$ cat config.mk
export PLATFORM = sky130hd
export DESIGN_NAME = fifo_wr_arbiter
export DESIGN_NICKNAME = d
export VERILOG_FILES = /design/src/rtl/fifo_arb_pkg.sv /design/src/rtl/fifo_wr_arbiter_rr_pick.sv /design/src/rtl/fifo_wr_arbiter.sv
export SDC_FILE = /design/constraint.sdc
export NUM_CORES = 1
export LEC_CHECK = 0
export CORE_AREA = 4 4 101 75
export DETAILED_ROUTE_END_ITERATION = 8
export DIE_AREA = 0 0 105 79
export PLACE_DENSITY = 0.9
export SKIP_CTS_REPAIR_TIMING = 1
export SYNTH_ARGS = -nofsm -noshare
export SYNTH_HDL_FRONTEND = slang
export SYNTH_SLANG_ARGS = --single-unit
$ cat constraint.sdc
create_clock -name wclk -period 3.61 [get_ports wclk]
set_clock_uncertainty 0.05 [all_clocks]
set_input_delay 0.5415 -clock wclk [delete_from_list [all_inputs] [get_ports wclk]]
set_output_delay 0.5415 -clock wclk [all_outputs]
set_load 0.01 [all_outputs]
$ cat src/rtl/fifo_arb_pkg.sv
// Shared types for the FIFO write arbiter: FSM state encoding and beat counter width.
// Latency: n/a (declarations only).
// Backpressure: n/a.
package fifo_arb_pkg;

    // Wide enough to count beats for bursts of up to 16.
    localparam int BEAT_W = 4;

    typedef enum logic {
        IDLE  = 1'b0,
        BURST = 1'b1
    } arb_state_t;

endpackage

$ cat src/rtl/fifo_wr_arbiter_rr_pick.sv
// Round-robin picker: first asserted request after index 'last', wrapping modulo NREQ.
// Latency: purely combinational.
// Backpressure: none; the caller decides whether the pick is used.
module rr_pick #(
    parameter int NREQ = 4,
    parameter int IDXW = $clog2(NREQ)
) (
    input  logic [NREQ-1:0] req,
    input  logic [IDXW-1:0] last,
    output logic [NREQ-1:0] oh,
    output logic [IDXW-1:0] idx
);

    int              cand;
    logic [IDXW-1:0] cand_idx;
    logic            found;

    // Scan from last+1 around the ring; the first hit wins.
    always_comb begin
        oh       = '0;
        idx      = '0;
        found    = 1'b0;
        cand     = 0;
        cand_idx = '0;
        for (int off = 1; off <= NREQ; off++) begin
            cand     = (int'(last) + off) % NREQ;
            cand_idx = IDXW'(cand);
            if (!found && req[cand_idx]) begin
                found         = 1'b1;
                idx           = cand_idx;
                oh[cand_idx]  = 1'b1;
            end
        end
    end

endmodule

$ cat src/rtl/fifo_wr_arbiter.sv
// Bursting round-robin arbiter feeding N write requesters into one FIFO write port.
// Latency: grant one cycle after the IDLE decision; beats pass through combinationally.
// Backpressure: wfull stalls the granted requester; almost_full only blocks new grants.
module fifo_wr_arbiter
    import fifo_arb_pkg::*;
#(
    parameter int NREQ      = 4,
    parameter int DW        = 32,
    parameter int BURST_MAX = 8
) (
    input  logic               wclk,
    input  logic               wrst_n,
    input  logic [NREQ-1:0]    req_valid,
    input  logic [NREQ*DW-1:0] req_data,
    output logic [NREQ-1:0]    req_ready,
    input  logic               wfull,
    input  logic               almost_full,
    output logic [DW-1:0]      wdata,
    output logic               winc,
    output logic [NREQ-1:0]    gnt,
    output logic               busy
);

    localparam int IDXW = (NREQ > 1) ? $clog2(NREQ) : 1;

    arb_state_t        state;
    logic [NREQ-1:0]   gnt_q;
    logic [IDXW-1:0]   gidx;
    logic [IDXW-1:0]   last_gnt;
    logic [BEAT_W-1:0] beat_cnt;

    logic [NREQ-1:0]   pick_oh;
    logic [IDXW-1:0]   pick_idx;
    logic              in_burst;
    logic              start;
    logic              last_beat;

    rr_pick #(
        .NREQ (NREQ),
        .IDXW (IDXW)
    ) u_pick (
        .req  (req_valid),
        .last (last_gnt),
        .oh   (pick_oh),
        .idx  (pick_idx)
    );

    assign in_burst  = (state == BURST);
    assign start     = (|req_valid) && !wfull && !almost_full;
    assign last_beat = (beat_cnt == BEAT_W'(BURST_MAX - 1));
    assign gnt       = gnt_q;
    assign busy      = in_burst;

    // Ready goes only to the granted requester and tracks wfull alone, never req_valid.
    always_comb begin
        req_ready = '0;
        wdata     = '0;
        if (in_burst) begin
            req_ready[gidx] = ~wfull;
            wdata           = req_data[int'(gidx)*DW +: DW];
        end
    end

    assign winc = req_valid[gidx] & req_ready[gidx];

    // Grant FSM: pick in IDLE, stream beats in BURST, always fall back through IDLE.
    always_ff @(posedge wclk or negedge wrst_n) begin
        if (!wrst_n) begin
            state    <= IDLE;
            gnt_q    <= '0;
            gidx     <= '0;
            beat_cnt <= '0;
            last_gnt <= IDXW'(NREQ - 1);
        end else begin
            case (state)
                IDLE: begin
                    if (start) begin
                        gnt_q    <= pick_oh;
                        gidx     <= pick_idx;
                        beat_cnt <= '0;
                        state    <= BURST;
                    end
                end
                BURST: begin
                    // A dropped valid forfeits the rest of the burst.
                    if (!req_valid[gidx] || (winc && last_beat)) begin
                        state    <= IDLE;
                        gnt_q    <= '0;
                        last_gnt <= gidx;
                    end else if (winc) begin
                        beat_cnt <= beat_cnt + 1'b1;
                    end
                end
                default: state <= IDLE;
            endcase
        end
    end

endmodule

==> metrics.yaml, run 1 <==
status: "completed"
p_seq_share_pct: 16.3
min_to: "beat_cnt[3]"
ys_seq_area_share_pct: 15.4
reg2reg_depth: 6
root_buffer: "clkbuf_8"
worst_pin_slew_ns: 0.642
finalCritPeriodShare_pct: 81.9
worst-setup-path-type: "flip-flop to output port"
p_leak_nw: 1.50
area_delta_synth_final_pct: 87.9
vias: 2386
reg2reg_to: "gidx[1]"
synth_area_mm2: 0.00212
netlist_instances: 186
track_usage_pct: 19.0
power.density_mw_per_mm2: 537
min_path_type: "flip-flop to flip-flop"
hold_depth: 1
finalHoldViolCount: 0
grt_antenna_before_repair: 0
first_pass_iters: 4
drc: 0
cts_made_buffers: 3
yosys_warnings: 0
cts_tree: "built"
critPathLaunchType: "flip-flop"
grt_pass1_wl_um: 12600
vias_per_cell: 5.47
design.die.area_mm2: 0.00830
gp_congestion: 0.856
rsz0062_at_grt: "false"
critPathRequiredTime_ns: 3.02
die_h_um: 79
p_int_w: 0.00129
grt_max_degree: 27
synth_cell_types: 46
final_cell_mix: "clkdlybuf4s50_1, mux4_2, and2_1, inv_1, dfrtp_1"
avgSynthCellArea_um2: 11.4
combPwrFrac_pct: 77.7
reg2reg_slack_ns: 0.77
netSwitchingPower_w: 0.000853
die_w_um: 105
drt_iter0_markers: 110
fin_setup_tns_ns: 0
worstPathArrival_ns: 2.36
clock_power_share_pct: 6.0
hp-start: "beat_cnt[3]"
final_antenna_net_count: 0
final_cells: 436
setup_viol: 0
htreeDepth: 1
grt_pass1_vias: 2540
place_inst: 432
antenna_cells: 0
core_mm2: 0.00657
drt-total-wl_um: 8350
io_pins: 178
start_util_pct: 32.3
layout_commonest_cell: "clkdlybuf4s50_1"
cts_max_path_buffers: 2
fmax_mhz: 338
num_rows: 25
path_max_fanout: 26
peakVddDrop_mv: 0.334
clock_latency_ns: 0.24
port_buffers: 177
cap_violations: 0
path_clk_slew_ns: 0.05
timing_max_transition_violations_final: 0
r2r_start: "last_gnt[0]"
nets: 501
overflow: 0
maxSlewHeadroom_pct: 56.8
ys_seq_elements: 13
drive_above_1_share_pct: 14.4
fin_crit_ns: 2.96
end_kind: "output port"
clock-sinks: 13
hpwl_um: 7160
wl_per_cell_um: 19.2
syn_nets: 331
power.switching_fraction_pct: 39.8
-- state kept, by name, summed over array words and instances (netlist names) --
register,cells
beat_cnt,4
busy,1
last_gnt,2
gnt,4
gidx,2
-- stage by stage --
stage	setup WS [ns]	util (%)	hold WS, ns	power, W	cell area [µm²]
after floorplan	1.06	-	0.196	0.00139	2120
after global routing	0.537	60.8	0.471	0.00230	3990
final	0.654	60.8	0.443	0.00215	3990
after global placement	0.730	60.1	0.423	0.00198	3950
after detailed placement	0.696	60.1	0.442	0.00203	3950
after CTS	0.615	60.8	0.449	0.00216	3990
-- cell usage after synthesis (all sizes together) --
| cell | n | share of area, % |
|---|---|---|
| inv | 10 | 1.8 |
| a211o | 1 | 0.41 |
| o22ai | 1 | 0.29 |
| nor4 | 2 | 0.59 |
| mux2 | 4 | 2.1 |
| or4 | 1 | 0.35 |
| dfrtp | 11 | 13 |
| o31ai | 3 | 1.1 |
| nand2 | 7 | 1.2 |
| o21ai | 4 | 0.94 |
| buf | 7 | 1.8 |
| or3 | 1 | 0.29 |
| nand2b | 2 | 0.94 |
| nor3 | 1 | 0.77 |
| and3 | 1 | 0.29 |
| clkbuf | 8 | 2.8 |
| or2 | 1 | 0.41 |
| nor3b | 1 | 0.35 |
| o41ai | 1 | 0.41 |
| a221oi | 4 | 1.6 |
| dfstp | 2 | 2.5 |
| nand3b | 4 | 1.4 |
| and3b | 1 | 0.41 |
| a21boi | 1 | 0.35 |
| mux4 | 37 | 40 |
| and2 | 33 | 9.7 |
| a22o | 1 | 0.41 |
| a221o | 4 | 1.9 |
| mux2i | 2 | 0.94 |
| a31oi | 1 | 0.29 |
| nor2b | 1 | 0.29 |
| nand4bb | 1 | 0.53 |
| a21oi | 6 | 1.4 |
| nor2 | 3 | 0.53 |
| nand3 | 4 | 0.94 |
| o41a | 1 | 0.53 |
| o211ai | 2 | 0.71 |
| a2bb2oi | 1 | 0.41 |
| a21o | 1 | 0.35 |
| ha | 9 | 5.3 |
-- worst max path at each step --
stage	cells past startpoint	slack, ns	from	endpoint
finish	4	0.65	gidx[0]	wdata[12]
global route	3	0.54	busy	req_ready[0]
CTS	4	0.62	gidx[0]	wdata[12]
detailed placement	4	0.70	req_valid[3]	winc
global placement	4	0.73	req_valid[3]	winc
floorplan	7	1.06	last_gnt[0]	gidx[1]
-- power by group through the flow --
stage	combinational, W	clock (W)	sequential [W]
6_report	0.00167	0.000128	0.000350
3_3_place_gp	0.00163	0	0.000348
5_1_grt	0.00180	0.000141	0.000368
2_1_floorplan	0.00113	0	0.000258
4_1_cts	0.00168	0.000132	0.000352
3_5_place_dp	0.00167	0	0.000355
-- worst max-delay path: stages (launching register included) --
cell and delay, ns:
dfrtp_2 0.60, buf_12 0.28, mux4_2 0.53, and2_1 0.19
clkdlybuf4s50_1 0.50
-- routing by layer --
layer / GRT usage [%] / wire length (µm) / up-vias
li1: - / - / 1081
met1: 23.7 / 3300 / 1168
met2: 33.3 / 4250 / 121
met3: 4.47 / 620 / 16
met4: 5.11 / 190 / 0
met5: 0 / 0 / -
-- layout make-up --
class                      instances  area, µm²
timing repair buffer             180       1820
sequential                        13        329
fill                             537       2580
multi-input combinational        148       1660
tap                               81        101
clock buffer                       4       45.0
inverter                          10       37.5
-- kinds of logic after synthesis --
kind of cell	after synthesis	synth area share, %
flip-flops	13	15.4
AND/OR/NAND/NOR	64	19.1
adder cells (fa/ha/maj)	9	5.30
AO/OA/AOI/OAI	32	11.1
buffers and inverters	25	6.42
multiplexers	43	42.6
No activity file was read; power rests on OpenSTA's default activity.
==> inputs of run 2 (changes only) <==
- CORE_AREA: 4 4 101 75 -> 4 4 106 78
- DIE_AREA: 0 0 105 79 -> 0 0 110 82
- PLACE_DENSITY: 0.9 -> 0.86
- clock period: 3.61 -> 2.5 ns (I/O delays scaled with it)
==> metrics.yaml, run 2 (same netlist as run 1, synthesis figures left out) <==
finalCritPeriodShare_pct: 98.9
final_antenna_net_count: 0  # unchanged
num_rows: 26  # was 25
path_buf_inv: 2  # unchanged
start_util_pct: 29.6  # was 32.3%
area_delta_synth_final_pct: 101  # was 87.9%
core_mm2: 0.00719  # was 0.00657 mm²
fill_cells: 581  # was 537
place_inst: 466  # was 432
hpwl_um: 7130  # was 7160 µm
critical_path.max_stage_delay_ns: 0.51  # was 0.60 ns
clock_latency_ns: 0.24  # about the same
design.die.area_mm2: 0.00902  # was 0.00830 mm²
clock_power_share_pct: 5.7  # was 6.0%
grt_antenna_before_repair: 0  # unchanged
drt-total-wl_um: 8610  # was 8350 µm
die_h_um: 82  # was 79 µm
first_pass_iters: 4  # unchanged
critPathLaunch: "gidx[0]"  # unchanged
vias_per_cell: 5.08  # was 5.47
layout_commonest_cell: "clkdlybuf4s50_1"  # unchanged
drt_iter0_markers: 99  # was 110
maxSlewHeadroom_pct: 60.3  # was 56.8%
timing_max_transition_violations_final: 0  # unchanged
grt_max_degree: 40  # was 27
root_buffer: "clkbuf_8"  # unchanged
gp_congestion: 0.812  # was 0.856
io_pins: 178  # unchanged
grt_pass1_wl_um: 12600  # about the same
status: "completed"  # unchanged
worst_slack_ns: 0.0269  # was 0.654 ns
track_usage_pct: 17.9  # was 19.0%
p_leak_nw: 2.10  # was 1.50 nW
critPathLaunchType: "flip-flop"  # unchanged
cap_violations: 0  # unchanged
grt_pass1_vias: 2572  # was 2540
holdWs_ns: 0.443  # about the same
peakVddDrop_mv: 0.414  # was 0.334 mV
r2r_start: "last_gnt[1]"  # was last_gnt[0]
path_clk_slew_ns: 0.06  # was 0.05 ns
seq_area_um2: 329  # unchanged
htreeDepth: 1  # unchanged
port_buffers: 177  # unchanged
power.switching_fraction_pct: 39.0  # was 39.8%
worstPathArrival_ns: 2.05  # was 2.36 ns
min_path_type: "flip-flop to flip-flop"  # unchanged
worst-setup-path-type: "flip-flop to output port"  # unchanged
fmax_mhz: 404
netSwitchingPower_w: 0.00128  # was 0.000853 W
drive_above_1_share_pct: 19.0  # was 14.4%
combPwrFrac_pct: 83.0  # was 77.7%
crit_chain: "buf_6 > mux4_2 > and2_1 > clkdlybuf4s50_1"  # was buf_12 > mux4_2 > and2_1 > clkdlybuf4s50_1
multi_input_area_mm2: 0.00166  # about the same
rsz0062_at_grt: "true"  # was false
cts_made_buffers: 3  # unchanged
end_kind: "output port"  # unchanged
overflow: 0  # unchanged
fin_crit_ns: 2.47
setup_viol: 0  # unchanged
critPathRequiredTime_ns: 2.08  # was 3.02 ns
worst_pin_slew_ns: 0.593  # was 0.642 ns
antenna_cells: 0  # unchanged
nets: 520  # was 501
p_int_w: 0.00200  # was 0.00129 W
p_seq_share_pct: 11.3  # was 16.3%
critPathSlowestCell: "dfrtp_2"  # unchanged
die_w_um: 110  # was 105 µm
drc: 0  # unchanged
finalHoldViolCount: 0  # unchanged
cts_tree: "built"  # unchanged
path_max_fanout: 7  # was 26
cts_max_path_buffers: 2  # unchanged
fin_setup_tns_ns: 0  # unchanged
final_cells: 472  # was 436
vias: 2399  # was 2386
dp_slack_ns: 0.0644  # was 0.696 ns
hp-start: "beat_cnt[3]"  # unchanged
final_cell_mix: "clkdlybuf4s50_1, mux4_2, and2_1, dlymetal6s2s_1, buf_4"  # was clkdlybuf4s50_1, mux4_2, and2_1, inv_1, dfrtp_1
critical-path-top-delay-family: "buffers and inverters"  # unchanged
power.density_mw_per_mm2: 768  # was 537 mW/mm²
clock-sinks: 13  # unchanged
wl_per_cell_um: 18.2  # was 19.2 µm
## run 2: cell count changes in the layout (fill, tap and decap cells not counted), sizes merged
cell           change
clkdlybuf4s50     -31
clkbuf             +1
buf               +18
dlymetal6s2s      +31
## run 2: cell type report
type                       instances  area share (%)
clock buffer                       4            1.06
inverter                          10           0.880
multi-input combinational        148            38.8
sequential                        13            7.72
tap                               98            2.88
timing repair buffer             199            48.6
## run 2: final timing paths
path,endpoint,slack [ns],cells after the start
max,wdata[27],0.03,4
min,beat_cnt[3],0.44,1
max reg2reg,gidx[1],0.15,6
min reg2reg,beat_cnt[3],0.44,1
max in group asynchronous,gidx[0],1.52,1
min in group asynchronous,busy,0.46,1
## run 2: stage by stage
stage | total power [W] | utilization (%) | area, µm²
2_1_floorplan | 0.00201 | - | 2120
3_3_place_gp | 0.00303 | 57.1 | 4110
3_5_place_dp | 0.00308 | 57.1 | 4110
4_1_cts | 0.00329 | 57.7 | 4150
5_1_grt | 0.00354 | 59.3 | 4260
6_report | 0.00327 | 59.3 | 4260
## run 2: metal layers
layer	up-vias	routed length (µm)	share of wire, %	GRT usage, %
met5	-	0	0	0
met4	0	60	0.70	3.86
met3	6	709	8.2	4.08
met2	109	4410	51	30.8
met1	1167	3440	40	23.1
li1	1117	-	-	-
## run 2: power by group through the flow
stage,Combinational [W],Sequential (W),Clock (W)
floorplan,0.00164,0.000372,0
global placement,0.00266,0.000367,0
detailed placement,0.00271,0.000371,0
CTS,0.00273,0.000368,0.000190
global route,0.00295,0.000382,0.000203
finish,0.00272,0.000368,0.000187
## run 2: worst register-to-register path, stage by stage, from the launching register on
cell      delay [ns]
dfstp_2         0.53
inv_1           0.10
ha_1            0.35
mux4_2          0.59
nand2b_4        0.20
o41a_1          0.37
o21ai_1         0.08
